`src/rtl/ram_arb_pkg.sv`:
```
// ram_arb_pkg: opcode constants, FSM state encoding and opcode classification
// shared by the RAM arbiter and its testbench.
package ram_arb_pkg;

    localparam logic [1:0] OP_WR_ADDR = 2'b00;
    localparam logic [1:0] OP_WR_DATA = 2'b01;
    localparam logic [1:0] OP_RD_ADDR = 2'b10;
    localparam logic [1:0] OP_RD_DATA = 2'b11;

    typedef enum logic [1:0] {
        ST_IDLE    = 2'd0,
        ST_LOCKED  = 2'd1,
        ST_WAIT_RD = 2'd2
    } state_t;

    function automatic logic is_opener(input logic [1:0] op);
        return op == OP_WR_ADDR || op == OP_RD_ADDR;
    endfunction

endpackage

```
`src/rtl/ram_arb_rr.sv`:
```
// ram_arb_rr: 2-way round-robin picker; on a tie the requester not granted last wins.
module ram_arb_rr (
    input  logic valid0,
    input  logic valid1,
    input  logic last_grant,
    output logic grant
);

    assign grant = (valid0 && valid1) ? ~last_grant : valid1;

endmodule

```
`src/rtl/ram_arbiter.sv`:
```
// ram_arbiter: two requesters share one RAM command port; an opener locks the RAM
// to its requester until a closer, a read return or an idle timeout releases it.
module ram_arbiter
    import ram_arb_pkg::*;
#(
    parameter int ADDR_SIZE = 8,
    parameter int TIMEOUT   = 16
) (
    input  logic                 clk,
    input  logic                 rst_n,
    input  logic [ADDR_SIZE+1:0] req0_din,
    input  logic                 req0_valid,
    output logic                 req0_ready,
    output logic [ADDR_SIZE-1:0] req0_dout,
    output logic                 req0_tx_valid,
    input  logic [ADDR_SIZE+1:0] req1_din,
    input  logic                 req1_valid,
    output logic                 req1_ready,
    output logic [ADDR_SIZE-1:0] req1_dout,
    output logic                 req1_tx_valid,
    output logic [ADDR_SIZE+1:0] ram_din,
    output logic                 ram_rx_valid,
    input  logic [ADDR_SIZE-1:0] ram_dout,
    input  logic                 ram_tx_valid,
    output logic                 timeout,
    output logic                 protocol_err
);

    localparam int CW = $clog2(TIMEOUT + 1);

    state_t               state_q;
    logic                 owner_q, last_q;
    logic [CW-1:0]        cnt_q;
    logic [ADDR_SIZE+1:0] ram_din_q;
    logic                 ram_rx_valid_q;
    logic [ADDR_SIZE-1:0] dout0_q, dout1_q;
    logic                 tx0_q, tx1_q, timeout_q, perr_q;

    logic                 grant, sel, vld, acc, fwd, stall;
    logic [ADDR_SIZE+1:0] word;
    logic [1:0]           op;

    ram_arb_rr u_rr (
        .valid0     (req0_valid),
        .valid1     (req1_valid),
        .last_grant (last_q),
        .grant      (grant)
    );

    // In IDLE the round-robin winner is served; otherwise only the lock owner.
    always_comb begin
        sel   = (state_q == ST_IDLE) ? grant : owner_q;
        vld   = sel ? req1_valid : req0_valid;
        word  = sel ? req1_din : req0_din;
        op    = word[ADDR_SIZE+1:ADDR_SIZE];
        acc   = vld && state_q != ST_WAIT_RD;
        fwd   = acc && (state_q == ST_LOCKED || is_opener(op));
        stall = (state_q == ST_LOCKED && !vld) || (state_q == ST_WAIT_RD && !ram_tx_valid);
    end

    assign req0_ready    = state_q != ST_WAIT_RD && !sel;
    assign req1_ready    = state_q != ST_WAIT_RD && sel;
    assign ram_din       = ram_din_q;
    assign ram_rx_valid  = ram_rx_valid_q;
    assign req0_dout     = dout0_q;
    assign req1_dout     = dout1_q;
    assign req0_tx_valid = tx0_q;
    assign req1_tx_valid = tx1_q;
    assign timeout       = timeout_q;
    assign protocol_err  = perr_q;

    always_ff @(posedge clk or negedge rst_n) begin
        if (!rst_n) begin
            state_q        <= ST_IDLE;
            owner_q        <= 1'b0;
            last_q         <= 1'b1;
            cnt_q          <= '0;
            ram_din_q      <= '0;
            ram_rx_valid_q <= 1'b0;
            dout0_q        <= '0;
            dout1_q        <= '0;
            tx0_q          <= 1'b0;
            tx1_q          <= 1'b0;
            timeout_q      <= 1'b0;
            perr_q         <= 1'b0;
        end else begin
            ram_rx_valid_q <= fwd;
            tx0_q          <= 1'b0;
            tx1_q          <= 1'b0;
            timeout_q      <= 1'b0;
            perr_q         <= 1'b0;
            if (fwd)
                ram_din_q <= word;
            case (state_q)
                ST_IDLE: begin
                    cnt_q  <= '0;
                    perr_q <= acc && !is_opener(op);
                    if (fwd) begin
                        state_q <= ST_LOCKED;
                        owner_q <= sel;
                        last_q  <= sel;
                    end
                end
                ST_LOCKED: if (acc) begin
                    cnt_q   <= '0;
                    state_q <= op == OP_WR_DATA ? ST_IDLE : op == OP_RD_DATA ? ST_WAIT_RD : ST_LOCKED;
                end
                ST_WAIT_RD: if (ram_tx_valid) begin
                    cnt_q   <= '0;
                    state_q <= ST_IDLE;
                    if (owner_q) begin
                        dout1_q <= ram_dout;
                        tx1_q   <= 1'b1;
                    end else begin
                        dout0_q <= ram_dout;
                        tx0_q   <= 1'b1;
                    end
                end
                default: state_q <= ST_IDLE;
            endcase
            // The TIMEOUT-th consecutive idle cycle abandons the transaction.
            if (stall) begin
                if (cnt_q == CW'(TIMEOUT - 1)) begin
                    timeout_q <= 1'b1;
                    state_q   <= ST_IDLE;
                    cnt_q     <= '0;
                end else begin
                    cnt_q <= cnt_q + CW'(1);
                end
            end
        end
    end

endmodule

```
`config.mk`:
```
export PLATFORM = sky130hd
export DESIGN_NAME = ram_arbiter
export DESIGN_NICKNAME = d
export VERILOG_FILES = /design/src/rtl/ram_arb_pkg.sv /design/src/rtl/ram_arb_rr.sv /design/src/rtl/ram_arbiter.sv
export SDC_FILE = /design/constraint.sdc
export NUM_CORES = 1
export LEC_CHECK = 0
export ABC_AREA = 1
export CAP_MARGIN = 15
export CORE_ASPECT_RATIO = 1.5
export CORE_UTILIZATION = 45
export DETAILED_ROUTE_END_ITERATION = 7
export PLACE_DENSITY = 0.86
export SLEW_MARGIN = 20
export SYNTH_ARGS = -nofsm -noshare
export SYNTH_HDL_FRONTEND = slang
export SYNTH_SLANG_ARGS = --single-unit
```
`constraint.sdc`:
```
create_clock -name clk -period 2.2 [get_ports clk]
set_clock_uncertainty 0.1 [all_clocks]
set_input_delay 0.55 -clock clk [delete_from_list [all_inputs] [get_ports clk]]
set_output_delay 0.55 -clock clk [all_outputs]
set_load 0.03 [all_outputs]
```
Word level (Yosys, flattened, before mapping)
Cells that the tools add are included.
- flip-flop bits (word level): 40
- latch bits: 0
- memory bits (writable): 0
- memory bits (read-only): 0
- output and inout bits: 33
- memories kept: 0
- add/sub/neg operators: 1
- multiply operators: 0
- divide/modulo/power cells: 0
- order comparisons: 0
- equality and inequality tests: 9
- shift operators: 0
- mux-type cells: 26
- bitwise operators: 2
- reduce and logical (&&, ||, !) cells: 22
- operator list (cell ; count):
    5-bit 2-to-1 mux ; 4
    5-bit case mux with 3 select lines ; 1
    2-bit 2-to-1 mux ; 7
    1-bit 2-to-1 mux ; 12
    10-bit 2-to-1 mux ; 1
    3-bit AND reduction ; 3
    1-bit logical AND ; 8
    2-bit equality test (second input constant) ; 3
    3-bit != test (second input constant) ; 2
    2-bit case mux with 3 select lines ; 1
    5-bit by 1-bit adder with 5-bit output (second input constant) ; 1
    5-bit by 4-bit equality test with 1-bit output (second input constant) ; 1
    2-bit by 1-bit equality test with 1-bit output (second input constant) ; 2
    1-bit zero test ; 4
    2-bit zero test ; 2
    4-bit nonzero test ; 1
    1-bit logical OR ; 3
    2-bit != test (second input constant) ; 1
    1-bit NOT ; 2
    2-bit AND reduction ; 1

Longest topological paths before layout
- depth after elaboration: 12
- depth in mapped cells: 14
- depth with buffers taken out: 14

Hierarchy
Synthesis repeated with hierarchy kept, for this count alone.
- cells, all modules: 220
- area, all modules: 1871.8 µm²
- by module, submodules not included (module ; instances ; cells an instance ; area each (µm²) ; sequential area each (µm²)):
    ram_arbiter ; 1 ; 218 ; 1859.3 ; 1002.2
    ram_arb_rr ; 1 ; 2 ; 12.5 ; 0.0

Worst setup path before layout
OpenSTA, ideal clock, no wires.
- kind: register to output
- start point: reg state_q[1]
- end point: out req0_ready
- data arrival time: 1.621 ns
- required time: 1.550 ns
- slack: -0.071 ns
- stages on the path, launching flop included: 9
- path through: dfrtp_1 > inv_1 > ha_1 > nand2_1 > clkinv_1 > nand2_2 > nand2_1 > clkbuf_1 > nor2_1
- word-level cells in the longest chain between the ends: 4
- elaborated cells on any way between the ends: 5
- classes of those cells: eq/ne (1); mux (1); reduce/logical (3)
- ends and longest elaborated chain (element ; RTL line ; source):
    from (decl) ; ram_arbiter.sv:31 ; state_t state_q;
    from (signal assigned) ; ram_arbiter.sv:106 ; state_q <= op == OP_WR_DATA ? ST_IDLE : op == OP_RD_DATA ? ST_WAIT_RD : ST_LOCKED;
    2-bit zero test ; ram_arbiter.sv:52 ; sel = (state_q == ST_IDLE) ? grant : owner_q;
    1-bit 2-to-1 mux ; ram_arbiter.sv:52 ;
    1-bit zero test ; ram_arbiter.sv:61 ; assign req0_ready = state_q != ST_WAIT_RD && !sel;
    1-bit logical AND (*) ; ram_arbiter.sv:61 ;
    to (decl) ; ram_arbiter.sv:13 ; output logic req0_ready,
Mark *: on every way between the ends. The rest lies on a longest branch, timed or not.

Worst setup path in the final report
- start point: reg state_q[0]
- end point: out req1_ready
- word-level cells in the longest chain between the ends: 3
- elaborated cells on any way between the ends: 4
- classes of those cells: eq/ne (1); mux (1); reduce/logical (2)
- ends and longest elaborated chain (element ; RTL line ; source):
    2-bit zero test ; ram_arbiter.sv:52 ;
    1-bit 2-to-1 mux ; ram_arbiter.sv:52 ;
    1-bit logical AND (*) ; ram_arbiter.sv:62 ; assign req1_ready = state_q != ST_WAIT_RD && sel;
    to (decl) ; ram_arbiter.sv:18 ; output logic req1_ready,
Marked as above.

==> metrics <==
count of final max-slew check failures 0; endpoint class of the critical path output port; PortBufs 65; Congestion Overflow GR 0; CTS sink count 40; DRT antenna net count 0; post-synth top area cell dfrtp_1; CTS Root Buffer Type clkbuf_8; Crit Path Max Fanout 5; final hold viol count 0; minimum clock period roughly 2100 ps; slowest stage cell on the critical path dfrtp_1; first-iteration detailed-routing DRC count 55; fmax approximately 470 MHz; Clock transition at path regs ~80 ps; max_slew headroom 64.1%; first-pass GRT wire length 7670 µm; CP dominant cell by count inv_2; n_diodes 0; share of cells above drive strength 1 between 10% and 20%; Placed Area 2660 µm²; most frequent cell after synthesis nand2_1; Peak VDD IR 1.04 mV; WL final 4760 µm; drt wl/cell 13.8 µm; maximum clock path buffer count 2; clk_lat worst skew 290 ps; detailed placement HPWL 3270 µm; largest cells by area after synthesis dfrtp_1 (51%), nand2_1 (9.2%), o21ai_0 (6.3%); placed cell count 332; Core Region about 4000 µm²; vias in the first global route 1746; Min-Delay Path Class input pin to async pin; GP Congestion 0.862; startpoint type of the worst setup path flop; P&R area growth vs syn 51.0%; worst-path cell chain inv_2 -> ha_4 -> nand2_1 -> inv_2 -> nand2_4 -> a21oi_4 -> buf_6; H-tree depth 2; CP Depth 7; Leak Pwr 1.36 nW; vias after detailed routing 1775; YS warnings 0; synthesized cell area between 1500 and 2000 µm²; finished layout cell area approximately 2900 µm²; CTS tree done; die height 81.8 µm; outcome finished, final reports clean; kind of critical path flop to output port; Vias/cell 5.13; delay-heaviest family, CP flip-flops; Req. time, crit path roughly 1600 ps; syn avg cell area 8.73 µm²; Starting Density 47.9%; Worst-Margin Slew 532 ps; Buf/Inv on CP 3; CP peak stage delay 400 ps; Worst R2R Path Depth 13; list of most frequent post-synthesis cells nand2_1 (47), dfrtp_1 (39), inv_1 (25); reg2reg start state_q[0]; largest net degree at the start of global routing 41; Final Cycle Share a little over nine tenths; CTS Buf Count 5; Hold WS 112 ps; # fillers 292; Net count, final 338; width of the die 55.2 µm; top_reg_cell synth dfrtp_1; count of cell types in the netlist 27; initial antenna violation count 0; Ports 66; post-synth top area share 51.0%; remaining routing DRC violations 0; Power Density between 1500 and 2000 nW/µm²; Final Non-Filler Cells 346; FP Rows 28; ys async rst share 100%; Worst Setup SP state_q[0]; number of synthesized flops with an enable pin 0; synthesis-stage register bit count 40; Seq/Total Area, Yosys 52.4%; crit path DAT approximately 1500 ps; hold buffer count at cts 0; max cap viols 0; Mapped Nets 257; die footprint 4520 µm²; gr usage total 21.7%; endpoints failing setup 0; DRT Pass-1 Iters 5; Mapped Cells 219
## registers in the layout, indices dropped and copies added, names as in the netlist
signal and flops:
cnt_q 5, ram_din 10, timeout 1, req0_dout 8, owner_q 1, req1_dout 8, state_q 2, last_q 1
req0_tx_valid 1, ram_rx_valid 1, protocol_err 1, req1_tx_valid 1
## cell families after synthesis
logic type | count (synthesis) | synth area share (%)
AND/OR/NAND/NOR | 100 | 23.5
flip-flops | 40 | 52.4
AO/OA/AOI/OAI | 38 | 12.6
buffers and inverters | 34 | 7.33
adder cells (fa/ha/maj) | 5 | 3.27
XOR/XNOR | 2 | 0.916
## per-stage QoR
stage                     TNS, ps  setup slack [ps]  power (W)  utilization, %
after floorplan                 0              3.32    0.00273               -
after global placement       -827             -87.0    0.00355            66.6
after detailed placement    -1010              -115    0.00362            66.6
after CTS                   -12.1             -11.2    0.00432            70.7
after global routing        -29.4             -17.9    0.00471            72.3
final                           0              56.9    0.00443            72.3
## cells in the final DEF (no fill, tap or decap), types with 2 or more instances in the layout
cell type,count
clkdlybuf4s50_1,60
nand2_1,45
dfrtp_1,39
o21ai_0,24
inv_1,23
nand3_1,21
nor2_1,19
buf_4,14
a31oi_1,5
clkbuf_8,5
inv_2,4
a31oi_2,4
ha_1,4
nand2_4,3
nor2_2,3
nand2_2,2
nand3_2,2
inv_6,2
a21oi_4,2
a21oi_1,2
nor3_1,2
dlymetal6s2s_1,2
buf_6,2
## final cells by class
| class | count | area [µm²] | share of cell area (%) |
|---|---|---|---|
| Timing Repair Buffer | 80 | 778 | 27.0 |
| Clock buffer | 5 | 68.8 | 2.38 |
| Inverter | 28 | 110 | 3.81 |
| Multi-Input combinational cell | 145 | 825 | 28.6 |
| Tap cell | 45 | 56.3 | 1.95 |
| Sequential cell | 40 | 1000 | 34.7 |
| Clock inverter | 3 | 46.3 | 1.60 |
## worst register-to-register path, stage by stage, from the launching register on
cell and delay [ps]:
dfrtp_1 400, inv_2 100, ha_4 170, nand2_1 70, inv_2 80, nand2_4 80
buf_4 150, buf_4 160, nand3_1 80, nand3_1 130, nand2_4 150, inv_6 90
nor2_1 130, a31oi_2 50
## timing repair
| item | CTS | global route |
|---|---|---|
| resized for setup | 4 | 14 |
| buffers inserted | 4 | 2 |
| pin swaps | 1 | 2 |
| hold endpoints to repair | 0 | 0 |
| setup endpoints to repair | 2 | 12 |
## per-layer routing
layer	share of wire [%]	global-route usage, %	vias up
li1	-	-	872
met1	39	23.8	827
met2	54	39.3	62
met3	4.8	5.20	14
met4	1.7	10.8	0
met5	0	0	-
## path summary, 6_finish.rpt
path                           endpoint  slack (ps)
setup / recovery             req1_ready          60
hold / removal                  timeout         110
setup reg to reg             ram_din[9]         150
hold reg to reg            req0_dout[1]         390
max in group asynchronous        last_q        1630
min in group clk           req0_dout[1]         390
## power by group
part | switching [W] | total (W) | internal [W]
logic | 0.00153 | 0.00258 | 0.00106
registers | 0.000180 | 0.00123 | 0.00105
clock network | 0.000273 | 0.000615 | 0.000342
Power figures use the tool's default switching activity.
==> RTL change, RTL diff (same settings) <==
Encoding of `state_t`: now one-hot (3 bits for 3 states).
--- a/src/rtl/ram_arb_pkg.sv
+++ b/src/rtl/ram_arb_pkg.sv
@@ -7,10 +7,10 @@
     localparam logic [1:0] OP_RD_ADDR = 2'b10;
     localparam logic [1:0] OP_RD_DATA = 2'b11;
 
-    typedef enum logic [1:0] {
-        ST_IDLE    = 2'd0,
-        ST_LOCKED  = 2'd1,
-        ST_WAIT_RD = 2'd2
+    typedef enum logic [2:0] {
+        ST_IDLE    = 3'b001,
+        ST_LOCKED  = 3'b010,
+        ST_WAIT_RD = 3'b100
     } state_t;
 
     function automatic logic is_opener(input logic [1:0] op);
Check against the original RTL: no difference found for any inputs over 10 cycles, from zero or initial values and one cycle with rst_n low; not proved beyond that.
==> RTL change against the unedited design <==
  * Setup slack worse by 0.050 ns
  * Synthesized area is the same
  * Sequential cell count up 1
  * Fmax fell by 2.3%
  * Combinational power down 30%
  * Wire length fell by 14%
  * Final cell count is 4.6% lower
  * Power fell by 24%
  * Design area decreased by 4.5%
  * Highest routed layer unchanged
==> RTL change: results (changes against the unedited design) <==
status=finished clean; fraction of standard cell area in multi-input logic=27.0% (-1.6 points); Met3 Wirelength=236 µm (+2.6%); Seq cells=41 (+2.5%); Worst Max-Slew Pin Slew=0.759 ns (+0.227 ns); Signal inverters=28 (unchanged); reg-to-reg setup timing slack=0.29 ns (+0.14 ns); net switching power=0.00142 W (-28%); HPWL Detailed=3.05 mm (-6.9%); metal1 wirelength=1.54 mm (-17%); clk slew on worst S/H paths=0.08 ns (about the same); slowest stage delay, CP=0.51 ns (+0.11 ns); Critical-path top delay cell=clkdlybuf4s50_1; Inserted Diodes=0 (unchanged); first-pass GRT wire length=6.77 mm (-12%); WL final=4.09 mm (-14%); number of vias per cell=4.94 (-3.7%); Post-Syn Area=1910 µm² (unchanged); clk cell area share=3.31% (-0.67 points); Top delay family on crit path=buffers and inverters; Seq/total area=37.4% (+2.6 points); GPL Wtd Cong=0.809 (-6.2%); worst-case reg-to-reg path depth=11 (-2); GR Util met2=38.6% (-0.72 points); Pleak=1.31 nW (-3.3%); VDD IR-drop max=0.000931 V (-11%); sequential share of the synthesized area=53.8% (+1.4 points); clk_lat worst skew=0.30 ns; r2r startpoint=state_q[0]; worst-path fanout max=2 (-3); comb_multi_in=133 (-8.3%); fillers=326 (+12%); met2 WL=2.26 mm (-13%); # H-tree levels=2 (unchanged); top cells by area, synth=dfrtp_1 51%, nand2_1 10%, inv_1 4.9%; Starting DRT DRC Count=44 (-20%); maximum clock path buffer count=2 (unchanged); synth unique cells=25 (-7.4%); number of CTS-inserted buffers=5 (unchanged); FF-to-FF End=ram_din[1]; Data buffer area share=26.5% (-0.45 points); Final #Nets=318 (-5.9%); pin count of the biggest net entering global routing=36 (-12%); gr usage total=19.1% (-2.6 points); placed cell area=2640 µm² (-0.85%); met3 GRT Util=4.88% (-0.31 points); number of global-route vias before repair=1639 (-6.1%); Arrival @ worst endpoint=1.54 ns (+0.05 ns); grt met1 use=18.3% (-5.5 points); DR pass1 iterations=4 (-1); Post-synth top cells=53 x nand2_1, 39 x dfrtp_1, 25 x inv_1; Area growth, synth to finish=44.2%; ys flop type=dfrtp_1; layout cells sized above 1=19.6% (+2.4 points); initial antenna violation count=0 (unchanged); Non-clk bufs=75 (-6.3%); Syn Nets=241 (-6.2%)
## RTL change: cell types whose count changed in the layout (fill, tap and decap cells not counted), moves of 5 or more
cell,change
o21ai_2,+9
nor2_1,-10
o21ai_1,+7
nand2_2,+9
nand3_1,-13
a31oi_1,-5
mux2i_1,+8
o21ai_0,-10
## RTL change: how the worst max path moves through the flow
stage               startpoint          to  slack [ns]  cells after the start
finish              req1_valid  req0_ready       0.007                      7
CTS                 state_q[0]  req1_ready        0.02                      6
floorplan           req0_valid  req0_ready        0.12                      7
global route        req1_valid  req1_ready       -0.06                      6
global placement    req0_valid  req0_ready       -0.05                      8
detailed placement  req0_valid  req0_ready       -0.08                      8
## RTL change: what timing repair did
item                                    4_1_cts  5_1_grt
pin swaps                                     2        2
cloned                                        0        0
endpoints found under the setup margin        1        2
resized for setup                             3        7
setup buffers                                 0        1
## RTL change: per-stage QoR
step | hold slack, ns | instances | setup WS (ns)
6_report | 0.211 | 330 | 0.00653
5_1_grt | 0.269 | 330 | -0.0570
4_1_cts | 0.234 | 329 | 0.0164
3_5_place_dp | 0.370 | 321 | -0.0798
3_3_place_gp | 0.358 | 321 | -0.0476
2_1_floorplan | 0.154 | 207 | 0.121
## RTL change: logic make-up after synthesis
group           share of synthesized area (%)
compound gates                           11.4
xor+xnor                                0.458
fa+ha+maj                               0.654
buf+inv                                  8.25
flops                                    53.8
mux                                      4.19
simple gates                             21.3
## RTL change: power groups by stage
stage / registers [W] / clock network [W] / logic [W]
finish: 0.00105 / 0.000496 / 0.00181
floorplan: 0.00132 / 0 / 0.000861
CTS: 0.00105 / 0.000506 / 0.00176
detailed placement: 0.00106 / 0 / 0.00175
global route: 0.00108 / 0.000540 / 0.00196
global placement: 0.00105 / 0 / 0.00172
